==> src/rtl/alu_lab_pkg.sv <==
// Shared types and constants for the ALU lab front end.
// Covers the operand-sequencing states and the opcodes the ALU decodes.
package alu_lab_pkg;

    typedef enum logic [1:0] {
        S_A   = 2'd0,
        S_B   = 2'd1,
        S_OP  = 2'd2,
        S_RUN = 2'd3
    } state_t;

    localparam logic [3:0] OP_ADD = 4'b0000;
    localparam logic [3:0] OP_SUB = 4'b0001;
    localparam logic [3:0] OP_MUL = 4'b0010;
    localparam logic [3:0] OP_MAX = 4'd2;

    // One-hot LED pattern for a sequencing state
    function automatic logic [3:0] state_to_led(input state_t st);
        logic [3:0] led;
        case (st)
            S_A:     led = 4'b0001;
            S_B:     led = 4'b0010;
            S_OP:    led = 4'b0100;
            S_RUN:   led = 4'b1000;
            default: led = 4'b0001;
        endcase
        return led;
    endfunction

endpackage

==> src/rtl/button_debouncer.sv <==
// Two-flop synchroniser, stable-level debouncer and rising-edge pulse for one push-button.
// A level change is accepted only after DEBOUNCE_CYCLES consecutive differing synced samples.
module button_debouncer #(
    parameter int DEBOUNCE_CYCLES = 500000
) (
    input  logic clk,
    input  logic rst,
    input  logic btn_raw,
    output logic level,
    output logic rise_pulse
);

    localparam int CNT_W = (DEBOUNCE_CYCLES > 1) ? $clog2(DEBOUNCE_CYCLES) : 1;
    localparam logic [CNT_W-1:0] CNT_MAX  = CNT_W'(DEBOUNCE_CYCLES - 1);
    localparam logic [CNT_W-1:0] CNT_ONE  = CNT_W'(1);
    localparam logic [CNT_W-1:0] CNT_ZERO = {CNT_W{1'b0}};

    logic             sync1_q, sync1_d;
    logic             sync2_q, sync2_d;
    logic [CNT_W-1:0] cnt_q, cnt_d;
    logic             level_q, level_d;
    logic             level_dly_q, level_dly_d;

    // Next-state for synchroniser, stability counter and debounced level
    always_comb begin
        sync1_d     = btn_raw;
        sync2_d     = sync1_q;
        level_d     = level_q;
        level_dly_d = level_q;
        cnt_d       = cnt_q;
        if (sync2_q != level_q) begin
            if (cnt_q == CNT_MAX) begin
                level_d = ~level_q;
                cnt_d   = CNT_ZERO;
            end else begin
                cnt_d   = cnt_q + CNT_ONE;
            end
        end else begin
            cnt_d = CNT_ZERO;
        end
    end

    // State registers with synchronous reset
    always_ff @(posedge clk) begin
        if (rst) begin
            sync1_q     <= 1'b0;
            sync2_q     <= 1'b0;
            cnt_q       <= CNT_ZERO;
            level_q     <= 1'b0;
            level_dly_q <= 1'b0;
        end else begin
            sync1_q     <= sync1_d;
            sync2_q     <= sync2_d;
            cnt_q       <= cnt_d;
            level_q     <= level_d;
            level_dly_q <= level_dly_d;
        end
    end

    assign level      = level_q;
    assign rise_pulse = level_q & ~level_dly_q;

endmodule

==> src/rtl/alu_operand_loader.sv <==
// Sequences A, B and opcode capture from a shared switch bank on debounced load presses,
// then holds start so the ALU result stays visible; a synced clear returns to S_A.
module alu_operand_loader
    import alu_lab_pkg::*;
#(
    parameter int DEBOUNCE_CYCLES = 500000
) (
    input  logic       clk,
    input  logic       rst,
    input  logic [3:0] sw,
    input  logic       btn_load,
    input  logic       btn_clear,
    output logic [3:0] a,
    output logic [3:0] b,
    output logic [3:0] op,
    output logic       start,
    output logic [3:0] state_led,
    output logic       op_valid
);

    logic       load_level;
    logic       load_evt;

    state_t     state_q, state_d;
    logic [3:0] a_q, a_d;
    logic [3:0] b_q, b_d;
    logic [3:0] op_q, op_d;
    logic       start_q, start_d;
    logic [3:0] led_q, led_d;
    logic       clr_sync1_q, clr_sync1_d;
    logic       clr_sync2_q, clr_sync2_d;

    button_debouncer #(
        .DEBOUNCE_CYCLES (DEBOUNCE_CYCLES)
    ) u_load_db (
        .clk        (clk),
        .rst        (rst),
        .btn_raw    (btn_load),
        .level      (load_level),
        .rise_pulse (load_evt)
    );

    // Sequencer next-state; clear has priority and swallows a coincident load event
    always_comb begin
        clr_sync1_d = btn_clear;
        clr_sync2_d = clr_sync1_q;
        state_d     = state_q;
        a_d         = a_q;
        b_d         = b_q;
        op_d        = op_q;
        if (clr_sync2_q) begin
            state_d = S_A;
            a_d     = 4'd0;
            b_d     = 4'd0;
            op_d    = 4'd0;
        end else if (load_evt) begin
            case (state_q)
                S_A: begin
                    a_d     = sw;
                    state_d = S_B;
                end
                S_B: begin
                    b_d     = sw;
                    state_d = S_OP;
                end
                S_OP: begin
                    op_d    = sw;
                    state_d = S_RUN;
                end
                S_RUN: begin
                    state_d = S_A;
                end
                default: begin
                    state_d = S_A;
                end
            endcase
        end else begin
            state_d = state_q;
        end
        start_d = (state_d == S_RUN);
        led_d   = state_to_led(state_d);
    end

    // Sequencer and output registers with synchronous reset
    always_ff @(posedge clk) begin
        if (rst) begin
            state_q     <= S_A;
            a_q         <= 4'd0;
            b_q         <= 4'd0;
            op_q        <= 4'd0;
            start_q     <= 1'b0;
            led_q       <= 4'b0001;
            clr_sync1_q <= 1'b0;
            clr_sync2_q <= 1'b0;
        end else begin
            state_q     <= state_d;
            a_q         <= a_d;
            b_q         <= b_d;
            op_q        <= op_d;
            start_q     <= start_d;
            led_q       <= led_d;
            clr_sync1_q <= clr_sync1_d;
            clr_sync2_q <= clr_sync2_d;
        end
    end

    assign a         = a_q;
    assign b         = b_q;
    assign op        = op_q;
    assign start     = start_q;
    assign state_led = led_q;
    assign op_valid  = (op_q <= OP_MAX);

    logic unused_s;
    assign unused_s = load_level;

endmodule

==> config.mk <==
export PLATFORM = sky130hd
export DESIGN_NAME = alu_operand_loader
export DESIGN_NICKNAME = d
export VERILOG_FILES = /design/src/rtl/alu_lab_pkg.sv /design/src/rtl/button_debouncer.sv /design/src/rtl/alu_operand_loader.sv
export SDC_FILE = /design/constraint.sdc
export NUM_CORES = 1
export LEC_CHECK = 0
export ABC_CLOCK_PERIOD_IN_PS = 2800
export CORE_AREA = 2 2 91 93
export CTS_CLUSTER_DIAMETER = 120
export DETAILED_ROUTE_END_ITERATION = 12
export DIE_AREA = 0 0 93 95
export HOLD_SLACK_MARGIN = 0.1
export PLACE_DENSITY_LB_ADDON = 0.12
export SLEW_MARGIN = 20
export SYNTH_ARGS = -nofsm -noshare
export SYNTH_HDL_FRONTEND = slang
export SYNTH_HIERARCHICAL = 1
export SYNTH_SLANG_ARGS = --single-unit
==> constraint.sdc <==
create_clock -name clk -period 2.8 [get_ports clk]
set_clock_uncertainty 0.15 [all_clocks]
set_input_delay 0.56 -clock clk [delete_from_list [all_inputs] [get_ports clk]]
set_output_delay 0.56 -clock clk [all_outputs]
set_load 0.005 [all_outputs]
==> impl_results.md, run 1 <==
* Synth cell types at 38
* Core ar. at 7930 um^2
* Num CTS Buffers at 5
* Post-CTS Setup Inserts at 0
* Congestion Overflow GR at 0
* Post-synthesis instance area at 1910 um^2
* Antenna cells at 0
* Largest cells by area after synthesis: dfxtp_1 45%, a21bo_2 6.3%, xnor2_1 5.5%, a21oi_1 5.0%, nand3_1 4.5%
* Die area at 8840 um^2
* Power, Total at 0.00113 W
* Hold_buf cts at 0
* Share of the synthesized area in the top cell type at 45.0%
* Final #Nets at 239
* Slowest-stage cell, CP: clkdlybuf4s50_1
* Initial antenna violation count at 0
* Dpl cells at 325
* CTS tree: built
* Initial cell density of the core at 24.1%
* FP Rows at 33
* GP Congestion at 0.714
* Vias in the first global route at 1443
* # setup viols final at 0
* RSZ-0062 raised after global routing: no
* CTS sink cnt at 43
* GRT Util Overall at 9.72%
* Min-Delay Path Class: reg -> reg
* Count leader, synth: dfxtp_1
* Met1 GRT Util at 12.2%
* Outcome: completed
* Worst vdd ir at 0.218 mV
* Root buffer cell: clkbuf_8
* Worst Hold End: clr_sync2_q$_SDFF_PP0_
* Mean area per synthesized cell at 9.42 um^2
* Post-route ant nets at 0
* Pwr/cell area at 479 nW/um^2
* Hold path depth at 1
* Post-synthesis adder-cell area fraction at 2.62%
* H-tree Lvls at 2
* Initial drt markers at 33
* Post-CTS sizing at 0
* Final Non-Filler Cells at 333
* CP required at 2.09 ns
* GRT busiest layer: met2
* Yosys warns at 6
* Ys flop type: dfxtp_1
* Fmax at 474 MHz
* CP Class: reg -> out
* R2R depth at 5
* RR Endpoint: u_load_db/level$_SDFFE_PP0P_
* Syn nets at 215
* Via/cell ratio at 4.35
* Drt pass-1 iters at 4
* Final Hold Fails at 0
* P&R area growth vs syn at 23.7%
* Number of fillers in the final layout at 860
* Count of input and output buffers at 25
* Worst path cell trace: a211oi_1, clkdlybuf4s50_1
* Min-delay src: clr_sync1_q$_SDFF_PP0_
* Register area share after synthesis at 45.0%
* IO Count at 26
* EDFF count, synth at 0
* Synth Area in Simple Gates at 24.9%
* Vias at 1449
* Worst flop-to-flop path startpoint: u_load_db/cnt_q[0]$_SDFF_PP0_
* Maximum buffer depth of the clock tree at 2
* Die X-Extent at 93 um
* Crit path DAT at 1.40 ns
* GRT met3 Usage at 2.95%
* Synth async-reset ratio at 0%
* Routed WL per cell at 11.3 um
* Setup TNS at 0 ns
* Synth cell count leaders: 43 x dfxtp_1, 21 x nor2_1, 19 x a21oi_1
* Slew at the pin with the worst max-slew slack at 0.359 ns
* Pin count of the biggest net entering global routing at 27
* Yosys reg bits at 43
* Die H at 95 um
* Dpl hpwl at 2680 um
* Worst setup SP type: flip-flop
* Worst-Skew Late Latency at 0.30 ns
* First-pass GRT wire length at 6770 um
* Routed WL at 3770 um
* Final Max Tran Viols at 0
* Syn Inst Count at 203
* Residual DRC count at 0
* Clock Pin Slew Worst Setup and Hold Paths at 0.09 ns
* Nature of the critical path endpoint: primary output
* Largest family of logic cells by synthesized area: simple AND/OR/NAND/NOR gates
* Minimum clock period at 2.11 ns
* Slew margin rel. at 75.8%
* Leak pwr at 0.740 nW
* Crit-path max FO at 3
* Worst hold margin at 0.288 ns
* Multiplexer share of the synthesized area at 1.11%
* Max cap viols at 0
* Period Utilization, post-route at 75.3%
* XOR/XNOR share of the synthesized area at 6.87%
* Cell accounting for the most synthesized area: dfxtp_1
* Crit path largest cell delay at 0.53 ns
* R2R setup slack at 0.70 ns
* M2 GR Usage at 15.2%
* Layout cell share with drive strength beyond 1 at 15.4%
* Synth Area in Compound Gates at 14.2%
## flip-flops by register name, indices dropped and copies added (netlist names), 2 cells and up
name	count
op	4
b	4
u_load_db/cnt_q	19
a	4
state_led	3
state_q	2
## worst max-delay path, delay by kind of cell, from the launching register on
kind	cells	cell delay, ns
AO/OA/AOI/OAI	1	0.23
buffers and inverters	1	0.53
flip-flops	1	0.34
## area by class of cell
cell class	count	area, um^2	area share, %
Clock buffer	5	68.8	2.91
Sequential cell	43	861	36.4
Multi-Input combinational cell	141	953	40.3
Clock inverter	3	43.8	1.85
Timing Repair Buffer	29	280	11.9
Tap cell	105	131	5.56
Inverter	7	26.3	1.11
## cells in the final DEF (no fill, tap or decap), types with 2 or more instances in the layout
cell type and n:
dfxtp_1 43, clkdlybuf4s50_1 25, nor2_1 21, a21oi_1 19, nand3_1 17, a21bo_2 12, xnor2_1 12, inv_1 7
nand2_1 7, nor3_1 6, clkbuf_8 5, ha_1 4, buf_4 4, nor4_1 4, nor2b_1 4, or3b_1 3
nand4_1 3, xor2_1 3, nand3b_1 2, and2b_1 2, nand3_2 2, or4_4 2, o21ai_0 2, or3_1 2
## layer usage
layer / vias to the layer above / share of wire [%]
li1: 751 / -
met1: 663 / 48
met2: 26 / 45
met3: 9 / 5.2
met4: 0 / 2.0
met5: - / 0
## power by group
part           switching [W]  leakage (nW)  internal (W)
combinational      0.0000138         0.334     0.0000142
clock               0.000223        0.0581      0.000266
sequential        0.00000125         0.347      0.000614
## worst max path at each step
stage / startpoint / end / slack (ns)
floorplan: u_load_db/cnt_q[0]$_SDFF_PP0_ / u_load_db/cnt_q[10]$_SDFF_PP0_ / 0.79
CTS: op[1]$_SDFFE_PP0P_ / op_valid / 0.67
finish: op[1]$_SDFFE_PP0P_ / op_valid / 0.69
global placement: rst / state_led[2]$_SDFF_PP0_ / 0.76
detailed placement: u_load_db/cnt_q[0]$_SDFF_PP0_ / u_load_db/level$_SDFFE_PP0P_ / 0.69
global route: u_load_db/cnt_q[0]$_SDFF_PP0_ / u_load_db/level$_SDFFE_PP0P_ / 0.54
## cells by family after synthesis
kind of cell,Yosys count
adders and majority gates,4
muxes,2
and+or+nand+nor,83
buffers and inverters,19
DFF,43
xor gates and xnor gates,15
AOI/OAI and AO/OA,37
## through the flow
| stage | util, % | setup slack [ns] | area, um^2 |
|---|---|---|---|
| 2_1_floorplan | - | 0.793 | 1910 |
| 3_3_place_gp | 28.4 | 0.762 | 2250 |
| 3_5_place_dp | 28.4 | 0.688 | 2250 |
| 4_1_cts | 29.8 | 0.671 | 2360 |
| 5_1_grt | 29.8 | 0.541 | 2360 |
| 6_report | 29.8 | 0.691 | 2360 |
(Power assumes the default switching activity.)
==> run 2, diff against run 1 <==
- ABC_CLOCK_PERIOD_IN_PS: 2800 -> 2150
- clock period: 2.8 -> 2.15 ns (I/O delays scaled with it)
==> run 2 against run 1 <==
  * Die area stayed put
  * Critical path depth stayed put
  * Flip-flop and latch count stayed put
  * Wire length is 4.0% higher
  * Core utilization is 0.47 points higher
  * Non-clock buffer count is 5 higher
  * Worst setup slack worse by 0.50 ns
  * Highest routed layer unchanged
  * Count of clock-buffer cells in the layout stayed put
  * Via count is 0.83% lower
==> impl_results.md, run 2 (synthesis gave the netlist of run 1 again) <==
* Worst setup SP type: flip-flop
* Max cap viols at 0
* Clock share of power at 43.2%
* Pwr/cell area at 615 nW/um^2
* Vias at 1437
* Pin count of the biggest net entering global routing at 28
* Final #Nets at 244
* Worst vdd ir at 0.252 mV
* Initial drt markers at 47
* H-tree Lvls at 2
* Vias in the first global route at 1388
* Final Non-Filler Cells at 338
* Switching Power at 0.000313 W
* Post-CTS Setup Inserts at 0
* Nature of the critical path endpoint: primary output
* GRT Util Overall at 9.69%
* Routed WL per cell at 11.6 um
* Power, Total at 0.00148 W
* Final Max Tran Viols at 0
* Num CTS Buffers at 5
* CTS tree: built
* Initial cell density of the core at 24.1%
* Minimum clock period at 1.96 ns
* Post-CTS sizing at 0
* Post-route ant nets at 0
* Slew at the pin with the worst max-slew slack at 0.326 ns
* Most common cell after layout, fill and taps aside: dfxtp_1
* Dpl cells at 330
* Largest register FFs at 19
* Final Util at 30.3%
* Crit path DAT at 1.38 ns
* Root buffer cell: clkbuf_8
* # setup viols final at 0
* Die area at 8840 um^2
* GP Congestion at 0.728
* Min-Delay Path Class: reg -> reg
* Final Hold Fails at 0
* Switching part of the total power at 21.2%
* Commonest non-fill, non-tap cells in the layout: 43 x dfxtp_1, 25 x clkdlybuf4s50_1, 21 x nor2_1
* FP Rows at 33
* Core ar. at 7930 um^2
* Antenna cells at 0
* Die H at 95 um
* Fmax at 510 MHz
* CP required at 1.57 ns
* CP Class: reg -> out
* Setup TNS at 0 ns
* Dpl hpwl at 2750 um
* CTS sink cnt at 43
* Initial antenna violation count at 0
* Placed inst area at 2290 um^2
* Hold_buf cts at 0
* Slew margin rel. at 78.1%
* Design Area, Final at 2400 um^2
* Die X-Extent at 93 um
* Sequential cell fraction of total power at 54.2%
* Routed WL at 3920 um
* Residual DRC count at 0
* Clock Pin Slew Worst Setup and Hold Paths at 0.09 ns
* RSZ-0062 raised after global routing: no
* First-pass GRT wire length at 6730 um
* Outcome: completed
* Via/cell ratio at 4.25
* P&R area growth vs syn at 25.7%
* IO Count at 26
* Largest Register: u_load_db/cnt_q
* Worst-Skew Late Latency at 0.30 ns
* Period Utilization, post-route at 91.3%
* Leak pwr at 0.764 nW
* Congestion Overflow GR at 0
* Drt pass-1 iters at 4
* Maximum buffer depth of the clock tree at 2
* Logic gate share of total power at 2.6%
* Cell-internal power at 0.00116 W
* Crit-path max FO at 3
* Count of input and output buffers at 25
* Layout cell share with drive strength beyond 1 at 17.2%
[run 2: cell count changes in the layout (fill, tap and decap cells not counted)]
cell	before	now
buf_4	4	9
[run 2: routing by layer]
| metal | part of all wire [%] | track usage [%] | wire [um] |
|---|---|---|---|
| met1 | 50 | 12.2 | 1940 |
| met2 | 45 | 15.7 | 1750 |
| met3 | 4.0 | 2.55 | 158 |
| met4 | 1.7 | 4.04 | 65 |
| met5 | 0 | 0 | 0 |
[run 2: metrics by stage]
stage	setup WS [ns]	hold WS, ns
3_5_place_dp	0.183	0.274
3_3_place_gp	0.215	0.264
2_1_floorplan	0.143	0.261
5_1_grt	0.0684	0.310
4_1_cts	0.162	0.297
6_report	0.187	0.290
[run 2: worst max-delay path, stage by stage, from the launching register on]
cell and delay [ns]:
dfxtp_1 0.33, a211oi_1 0.23, clkdlybuf4s50_1 0.53
[run 2: final timing paths]
path / startpoint / end / slack [ns] / cells after the start
setup / recovery: op[1]$_SDFFE_PP0P_ / op_valid / 0.19 / 2
hold / removal: clr_sync1_q$_SDFF_PP0_ / clr_sync2_q$_SDFF_PP0_ / 0.29 / 1
setup reg to reg: u_load_db/cnt_q[1]$_SDFF_PP0_ / u_load_db/level$_SDFFE_PP0P_ / 0.19 / 5
hold reg to reg: clr_sync1_q$_SDFF_PP0_ / clr_sync2_q$_SDFF_PP0_ / 0.29 / 1
[run 2: power by group through the flow]
stage | clock network, W | registers, W | logic, W
after global routing | 0.000694 | 0.000802 | 0.0000411
after global placement | 0 | 0.000820 | 0.0000389
after detailed placement | 0 | 0.000820 | 0.0000385
after floorplan | 0 | 0.000820 | 0.0000167
after CTS | 0.000667 | 0.000801 | 0.0000387
final | 0.000639 | 0.000801 | 0.0000378
[run 2: final cells by class]
cell class	instances	area [um^2]
inverter	7	26.3
sequential	43	861
timing repair buffer	34	318
multi-input combinational	141	953
clock inverter	3	43.8
clock buffer	5	68.8
tap	105	131
fill	855	5530
==> run 3, diff against run 2 <==
- ABC_CLOCK_PERIOD_IN_PS: 2150 -> 1700
- clock period: 2.15 -> 1.7 ns (I/O delays scaled with it)
==> run 3 against run 2 <==
  * The run now ends with negative setup slack left
  * Clock power is 40% higher
  * Cell area is 9.8% higher
  * Critical path depth is 4 higher
  * First-iteration DRC count is 26% lower
  * Total power is 33% higher
  * Register-to-register slack worse by 0.31 ns
  * Combinational power is 53% higher
  * Core utilization is 3.0 points higher
  * Sequential share of layout area is 2.7 points lower
  * Non-clock buffer count is 22 higher
  * Wire length is 8.2% higher
  * Worst setup slack worse by 0.31 ns
  * Critical endpoint is now u_load_db/cnt_q[3]$_SDFF_PP0_
  * Largest cell class unchanged
==> impl_results.md, run 3 (synthesis gave the netlist of run 1 again) <==
* Vias in the first global route at 1457
* Die H at 95 um
* Crit-path max FO at 5
* Residual DRC count at 0
* Slew at the pin with the worst max-slew slack at 0.336 ns
* Dpl hpwl at 3030 um
* Max cap viols at 0
* Period Utilization, post-route at 107%
* CP Class: reg -> reg
* Worst flop-to-flop path startpoint: u_load_db/cnt_q[1]$_SDFF_PP0_
* Design Area, Final at 2640 um^2
* Core ar. at 7930 um^2
* Pwr/cell area at 743 nW/um^2
* Final #Nets at 266
* Fmax at 547 MHz
* Num CTS Buffers at 5
* H-tree Lvls at 2
* CTS sink cnt at 43
* Initial antenna violation count at 0
* Outcome: finished with violations
* Congestion Overflow GR at 0
* Count of input and output buffers at 25
* Minimum clock period at 1.83 ns
* IO Count at 26
* First-pass GRT wire length at 7020 um
* Initial cell density of the core at 24.1%
* Worst hold margin at 0.292 ns
* Final setup margin at -0.127 ns
* Largest Register: u_load_db/cnt_q
* Worst vdd ir at 0.416 mV
* Antenna cells at 0
* Clock Pin Slew Worst Setup and Hold Paths at 0.09 ns
* Routed WL per cell at 11.8 um
* RR Endpoint: u_load_db/cnt_q[3]$_SDFF_PP0_
* Worst setup SP type: flip-flop
* Final Max Tran Viols at 0
* Die area at 8840 um^2
* Final Hold Fails at 0
* Setup crit end: u_load_db/cnt_q[3]$_SDFF_PP0_
* Worst-Skew Late Latency at 0.30 ns
* Largest register FFs at 19
* Slew margin rel. at 77.4%
* R2R depth at 6
* Vias at 1569
* Initial drt markers at 35
* Placed inst area at 2480 um^2
* RSZ-0062 raised after global routing: yes
* P&R area growth vs syn at 38.0%
* Leak pwr at 0.880 nW
* CP required at 1.74 ns
* Routed WL at 4240 um
* Pin count of the biggest net entering global routing at 25
* Failing checks: negative setup slack
* Die X-Extent at 93 um
* GRT Util Overall at 10.1%
* Min-Delay Path Class: reg -> reg
* Maximum buffer depth of the clock tree at 2
* Drt pass-1 iters at 4
* GP Congestion at 0.763
* CTS tree: built
* Via/cell ratio at 4.36
* Crit path DAT at 1.87 ns
* Commonest non-fill, non-tap cells in the layout: 36 x dfxtp_1, 29 x buf_4, 24 x clkdlybuf4s50_1
* Post-CTS Setup Inserts at 0
* Worst Setup SP: u_load_db/cnt_q[1]$_SDFF_PP0_
* Nature of the critical path endpoint: flip-flop
* Root buffer cell: clkbuf_8
* Layout cell share with drive strength beyond 1 at 28.6%
* R2R setup slack at -0.13 ns
* Hold_buf cts at 0
* Post-route ant nets at 0
* FP Rows at 33
* Most common cell after layout, fill and taps aside: dfxtp_1
* # setup viols final at 20
run 3: cell type report:
class / instances / area [um^2]
fill: 838 / 5290
clock inverter: 1 / 30.0
multi-input combinational: 141 / 990
inverter: 7 / 26.3
clock buffer: 7 / 97.6
sequential: 43 / 875
tap: 105 / 131
timing repair buffer: 56 / 489
run 3: worst min path at each step:
stage                                       from                endpoint  slack [ns]  cells after the start
after floorplan           clr_sync1_q$_SDFF_PP0_  clr_sync2_q$_SDFF_PP0_        0.26                      1
after global placement    clr_sync1_q$_SDFF_PP0_  clr_sync2_q$_SDFF_PP0_        0.28                      1
after detailed placement  clr_sync1_q$_SDFF_PP0_  clr_sync2_q$_SDFF_PP0_        0.28                      1
after CTS                 clr_sync1_q$_SDFF_PP0_  clr_sync2_q$_SDFF_PP0_        0.30                      1
after global routing      clr_sync1_q$_SDFF_PP0_  clr_sync2_q$_SDFF_PP0_        0.31                      1
final                     clr_sync1_q$_SDFF_PP0_  clr_sync2_q$_SDFF_PP0_        0.29                      1
run 3: power by group:
group          switching [W]  internal (W)   total, W
logic              0.0000266     0.0000315  0.0000580
registers         0.00000205       0.00101    0.00101
clock network       0.000365      0.000528   0.000893
total               0.000393       0.00157    0.00196
run 3: critical path: stages, from the launching register on:
cell and delay [ns]:
dfxtp_4 0.37, ha_4 0.16, nand3_4 0.07, or4_4 0.44, o31ai_4 0.28, buf_4 0.21
nor2_1 0.05
run 3: what timing repair did:
action | in CTS | in global routing
setup endpoints to repair | 21 | 35
resized for setup | 3 | 9
cloned | 0 | 1
pin swaps | 8 | 1
run 3: per-layer routing:
metal / wire, um / global-route usage, % / part of all wire [%]
met5: 0 / 0 / 0
met4: 63 / 3.68 / 1.5
met3: 163 / 2.71 / 3.8
met2: 2010 / 17.1 / 47
met1: 2010 / 12.4 / 47
run 3: through the flow:
step	TNS [ns]	instances	worst slack, ns	util (%)	total power (W)
after floorplan	-2.92	203	-0.212	-	0.00106
after global placement	-1.65	351	-0.0973	31.3	0.00109
after detailed placement	-2.34	351	-0.132	31.3	0.00109
after CTS	-2.33	359	-0.130	32.9	0.00200
after global routing	-3.87	360	-0.204	33.3	0.00205
final	-2.18	360	-0.127	33.3	0.00196
